File: src/rtl/instr_encoder.sv
// Instruction encoder: turns a one-hot class plus operand fields into a 32-bit
// RV32I word and queues it, with its byte address, in a 4-entry FIFO.
module instr_encoder (
    input  logic        clock,
    input  logic        reset_n,
    input  logic        in_valid,
    output logic        in_ready,
    input  logic [8:0]  type_oh,
    input  logic [2:0]  f3,
    input  logic [6:0]  f7,
    input  logic [4:0]  rs1,
    input  logic [4:0]  rs2,
    input  logic [4:0]  rd,
    input  logic [31:0] immediate,
    output logic        out_valid,
    input  logic        out_ready,
    output logic [31:0] instr,
    output logic [31:0] addr,
    output logic [2:0]  count,
    output logic        err
);

    localparam int unsigned Depth = 4;

    localparam logic [8:0] ClsR      = 9'h100;
    localparam logic [8:0] ClsIAlu   = 9'h080;
    localparam logic [8:0] ClsLoad   = 9'h040;
    localparam logic [8:0] ClsStore  = 9'h020;
    localparam logic [8:0] ClsBranch = 9'h010;
    localparam logic [8:0] ClsJal    = 9'h008;
    localparam logic [8:0] ClsLui    = 9'h004;
    localparam logic [8:0] ClsAuipc  = 9'h002;
    localparam logic [8:0] ClsJalr   = 9'h001;

    localparam logic [6:0] OpR      = 7'b0110011;
    localparam logic [6:0] OpIAlu   = 7'b0010011;
    localparam logic [6:0] OpLoad   = 7'b0000011;
    localparam logic [6:0] OpStore  = 7'b0100011;
    localparam logic [6:0] OpBranch = 7'b1100011;
    localparam logic [6:0] OpJal    = 7'b1101111;
    localparam logic [6:0] OpLui    = 7'b0110111;
    localparam logic [6:0] OpAuipc  = 7'b0010111;
    localparam logic [6:0] OpJalr   = 7'b1100111;

    logic [31:0] r_mem [Depth];
    logic [1:0]  r_wptr;
    logic [1:0]  r_rptr;
    logic [2:0]  r_count;
    logic [31:0] r_addr;
    logic        r_err;

    logic        w_onehot0;
    logic        w_shift;
    logic        w_f7_std;
    logic        w_illegal;
    logic [31:0] w_enc;
    logic        w_accept;
    logic        w_push;
    logic        w_pop;

    assign w_onehot0 = ((type_oh & (type_oh - 9'd1)) == 9'd0);
    assign w_shift   = (f3 == 3'd1) || (f3 == 3'd5);
    assign w_f7_std  = (f7 == 7'h00) || (f7 == 7'h20);

    always_comb begin
        w_illegal = !w_onehot0;
        if (w_onehot0) begin
            case (type_oh)
                ClsR:      w_illegal = !((f7 == 7'h00) ||
                                         ((f7 == 7'h20) && ((f3 == 3'd0) || (f3 == 3'd5))));
                ClsIAlu:   w_illegal = w_shift && !w_f7_std;
                ClsLoad:   w_illegal = (f3 == 3'd3) || (f3 == 3'd6) || (f3 == 3'd7);
                ClsStore:  w_illegal = (f3 > 3'd2);
                ClsBranch: w_illegal = (f3 == 3'd2) || (f3 == 3'd3);
                ClsJalr:   w_illegal = (f3 != 3'd0);
                default:   w_illegal = 1'b0;
            endcase
        end
    end

    always_comb begin
        w_enc = 32'h0000_0000;
        case (type_oh)
            ClsR:      w_enc = {f7, rs2, rs1, f3, rd, OpR};
            ClsIAlu:   w_enc = w_shift ? {f7, immediate[4:0], rs1, f3, rd, OpIAlu}
                                       : {immediate[11:0], rs1, f3, rd, OpIAlu};
            ClsLoad:   w_enc = {immediate[11:0], rs1, f3, rd, OpLoad};
            ClsStore:  w_enc = {immediate[11:5], rs2, rs1, f3, immediate[4:0], OpStore};
            ClsBranch: w_enc = {immediate[12], immediate[10:5], rs2, rs1, f3,
                                immediate[4:1], immediate[11], OpBranch};
            ClsJal:    w_enc = {immediate[20], immediate[10:1], immediate[11],
                                immediate[19:12], rd, OpJal};
            ClsLui:    w_enc = {immediate[31:12], rd, OpLui};
            ClsAuipc:  w_enc = {immediate[31:12], rd, OpAuipc};
            ClsJalr:   w_enc = {immediate[11:0], rs1, 3'b000, rd, OpJalr};
            default:   w_enc = 32'h0000_0000;
        endcase
    end

    assign in_ready  = (r_count != 3'(Depth));
    assign out_valid = (r_count != 3'd0);
    assign w_accept  = in_valid && in_ready;
    // Illegal requests complete the handshake but never reach the FIFO.
    assign w_push    = w_accept && !w_illegal;
    assign w_pop     = out_valid && out_ready;

    always_ff @(posedge clock or negedge reset_n) begin
        if (!reset_n) begin
            for (int i = 0; i < Depth; i++) begin
                r_mem[i] <= 32'h0000_0000;
            end
            r_wptr  <= 2'd0;
            r_rptr  <= 2'd0;
            r_count <= 3'd0;
            r_addr  <= 32'h0000_0000;
            r_err   <= 1'b0;
        end else begin
            if (w_push) begin
                r_mem[r_wptr] <= w_enc;
                r_wptr        <= r_wptr + 2'd1;
            end
            if (w_pop) begin
                r_rptr <= r_rptr + 2'd1;
                r_addr <= r_addr + 32'd4;
            end
            case ({w_push, w_pop})
                2'b10:   r_count <= r_count + 3'd1;
                2'b01:   r_count <= r_count - 3'd1;
                default: r_count <= r_count;
            endcase
            if (w_accept && w_illegal) begin
                r_err <= 1'b1;
            end
        end
    end

    assign instr = out_valid ? r_mem[r_rptr] : 32'h0000_0000;
    assign addr  = r_addr;
    assign count = r_count;
    assign err   = r_err;

endmodule

File: config.mk
export PLATFORM = sky130hd
export DESIGN_NAME = instr_encoder
export DESIGN_NICKNAME = d
export VERILOG_FILES = /design/src/rtl/instr_encoder.sv
export SDC_FILE = /design/constraint.sdc
export NUM_CORES = 1
export LEC_CHECK = 0
export BUFFER_PORTS_ARGS = -buffer_cell sky130_fd_sc_hd__clkbuf_2
export CAP_MARGIN = 30
export CORE_MARGIN = 1.5
export CORE_UTILIZATION = 45
export CTS_BUF_LIST = sky130_fd_sc_hd__clkbuf_4 sky130_fd_sc_hd__clkbuf_8
export DETAILED_ROUTE_END_ITERATION = 8
export PLACE_DENSITY = 0.66
export RECOVER_POWER = 100
export REMOVE_ABC_BUFFERS = 1
export SYNTH_ARGS = -nofsm -noshare
export SYNTH_HDL_FRONTEND = slang
export SYNTH_SLANG_ARGS = --single-unit
File: constraint.sdc
create_clock -name clock -period 2.6 [get_ports clock]
set_input_delay 0.13 -clock clock [delete_from_list [all_inputs] [get_ports clock]]
set_output_delay 0.13 -clock clock [all_outputs]
set_load 0.02 [all_outputs]
==> impl_results.md <==
- Final WL: 20300 um
- CP Launch Point: type_oh[4]
- Vias in the first global route: 6314
- DR DRC count: 0
- Worst EP required: 2920 ps
- TritonCTS clock tree: yes
- GR Overflow Total: 0
- Row count: 49
- Register area share after synthesis: 47.9%
- TritonCTS Buffers: 17
- Post-Synthesis Cells: 646
- Max-Cap Viols: 1
- Initial Util: 46.4%
- Clock tree root driver cell: clkbuf_8
- Post-route antenna net violation count: 0
- Delay-heaviest family, CP: simple AND/OR/NAND/NOR gates
- Nets: 887
- Pre-CTS WS: -218 ps
- Port bufs: 137
- Synth warnings: 0
- Slew @ Worst Pin: 1960 ps
- Final Slew Violations: 88
- DRT iter0 DRCs: 254
- Final worst-path cycle share: 90.4%
- Post-route insts no fill: 1052
- Netlist Area Pre-Place: 8460 um2
- Worst-skew pair later-pin latency: 460 ps
- #FFs+latches synth: 162
- Crit-path most repeated cell: clkbuf_1
- Most frequent cells in the layout: dfrtp_1 (161), mux2_2 (96), clkbuf_2 (78)
- Slew headroom: -31.0%
- Slowest stage cell, crit path: or4_1
- Via count: 5914
- Pre-Repair DR Iteration Count: 5
- CP peak stage delay: 550 ps
- Share of layout cells above drive strength 1: 34.9%
- Setup WS post-layout: 251 ps
- Initial antenna violation count: 0
- WL per Instance: 19.3 um
- Beginning of the worst hold path: out_ready
- Startpoint Class: input pin
- Critical Path AT: 2670 ps
- Commonest non-fill, non-tap cell in the layout: dfrtp_1
- Ys flop type: dfrtp_1
- Setup bufs post-CTS: 0
- First-pass GRT wire length: 33500 um
- Placed cells: 1019
- Post-synth EDFFs: 0
- GRT Resource Usage Total: 21.8%
- Clk slew on worst S/H paths: 90 ps
- Ys async rst share: 100%
- Max FO, Critical Path: 22
- H-tree depth: 4
- Area grow syn2layout: 15.7%
- Estimated wirelength of the detail-placed design: 14500 um
- Endpoints failing setup: 0
- Failing checks: max-capacitance violations, max-slew violations
- Critical path capture point type: register
- CTS sink cnt: 162
- Kind of critical path: in2reg
- Core area: 18200 um2
- CP Buf/Inv Count: 4
- Die Span X: 140 um
- Maximum clock insertion buffer count: 2
- Static Leak: 4.82 nW
- Status: finished, violations left
- FMAX: 0.426 GHz
- Clk_skew: 16.4 ps
- Pwr/cell area: 595 nW/um2
- Fin. Hold Viols: 0
- Syn avg cell area: 13.1 um2
- CP cell instances: clkbuf_1 -> or4_1 -> clkbuf_1 -> nor2_1 -> o2bb2ai_1 -> nor4_4 -> clkbuf_1 -> and4_2 -> buf_12 -> mux2_1
- Worst hold path class: in2reg
- Final min period: 2350 ps
- DIE HEIGHT: 140 um
- Number of top-level pins: 140
- RSZ-0062 raised after global routing: false
- Final GP Congestion: 0.870
- VDD IR-drop max: 439 uV
- Unique cell type count in the Yosys netlist: 56
- Diode count: 0
- Largest net degree at the start of global routing: 89
- FF-to-FF Start: count[1]
- DIE AREA: 19600 um2
- DR vias/cell: 5.62
==> repair_timing <==
action | CTS | global route
hold buffers | 1 | 0
endpoints found under the hold margin | 85 | 0
gates resized for setup | 0 | 0
==> synthesized netlist by cell type, types with 7 or more instances <==
cell type	instances	area share (%)
nor2_1	22	0.98
mux4_2	31	8.3
nand3_1	12	0.71
nand4_1	13	0.96
nand2b_1	8	0.59
xnor2_1	31	3.2
a21oi_1	7	0.41
mux2_2	96	13
and2_1	33	2.4
clkbuf_1	18	0.80
dfrtp_1	162	48
xor2_1	11	1.1
nor3_1	13	0.77
a22o_1	24	2.5
a21o_1	11	0.98
mux2_4	30	5.3
inv_1	8	0.36
buf_2	9	0.53
nand2_1	23	1.0
==> power by group <==
| part | total [W] | leakage [nW] | switching (W) | internal, W |
|---|---|---|---|---|
| combinational | 0.00128 | 2.39 | 0.000788 | 0.000494 |
| sequential | 0.00273 | 2.23 | 0.000112 | 0.00262 |
| clock | 0.00181 | 0.204 | 0.000896 | 0.000915 |
| total | 0.00583 | 4.82 | 0.00180 | 0.00403 |
==> stage by stage <==
step	utilization, %	hold WS (ps)	cell area [um2]	TNS, ps	total power [W]
2_1_floorplan	-	-166	8220	-63400	0.00354
5_1_grt	53.7	55.6	9790	0	0.00611
4_1_cts	55.2	19.3	10000	0	0.00594
3_5_place_dp	53.0	252	9640	-2770	0.00412
6_report	53.7	46.8	9790	0	0.00583
3_3_place_gp	53.0	230	9640	-2330	0.00408
==> registers in the layout, indices dropped and copies added (netlist names) <==
signal,flops
r_rptr,2
r_wptr,2
count,3
addr,30
r_mem,124
err,1
==> worst paths after layout <==
check	end	slack (ps)	cells after the start
worst max-delay path	r_mem[13]	250	10
worst min-delay path	addr[2]	50	3
worst max register to register	count[2]	360	10
worst min register to register	err	470	1
max in group asynchronous	r_mem[11]	570	3
min in group asynchronous	r_mem[62]	770	2
==> tightest hold or removal path: cells and delay by family <==
kind	cells	cell delay, ps
XOR/XNOR	1	80
buffers and inverters	1	100
AND/OR/NAND/NOR	1	150
==> final cells by class <==
cell class	count	area [um2]
Clock buffer	22	278
Clock inverter	10	110
Fill cell	1618	8420
Inverter	8	30.0
Multi-Input combinational cell	435	4030
Sequential cell	162	4060
Tap cell	229	287
Timing Repair Buffer	186	996
==> kinds of logic after synthesis <==
logic type               synth area share, %
buffers and inverters                   3.25
adder cells (fa/ha/maj)                 1.12
other                                 0.0443
multiplexers                            26.5
flip-flops                              47.9
AND/OR/NAND/NOR                         10.5
XOR/XNOR                                4.35
AO/OA/AOI/OAI                           6.32
==> routing by layer <==
| metal | track usage (%) | part of all wire [%] |
|---|---|---|
| met2 | 37.4 | 51 |
| met3 | 3.38 | 3.0 |
| met5 | 0 | 0 |
| met1 | 28.6 | 44 |
| met4 | 6.93 | 1.5 |
(Power assumes the default switching activity.)
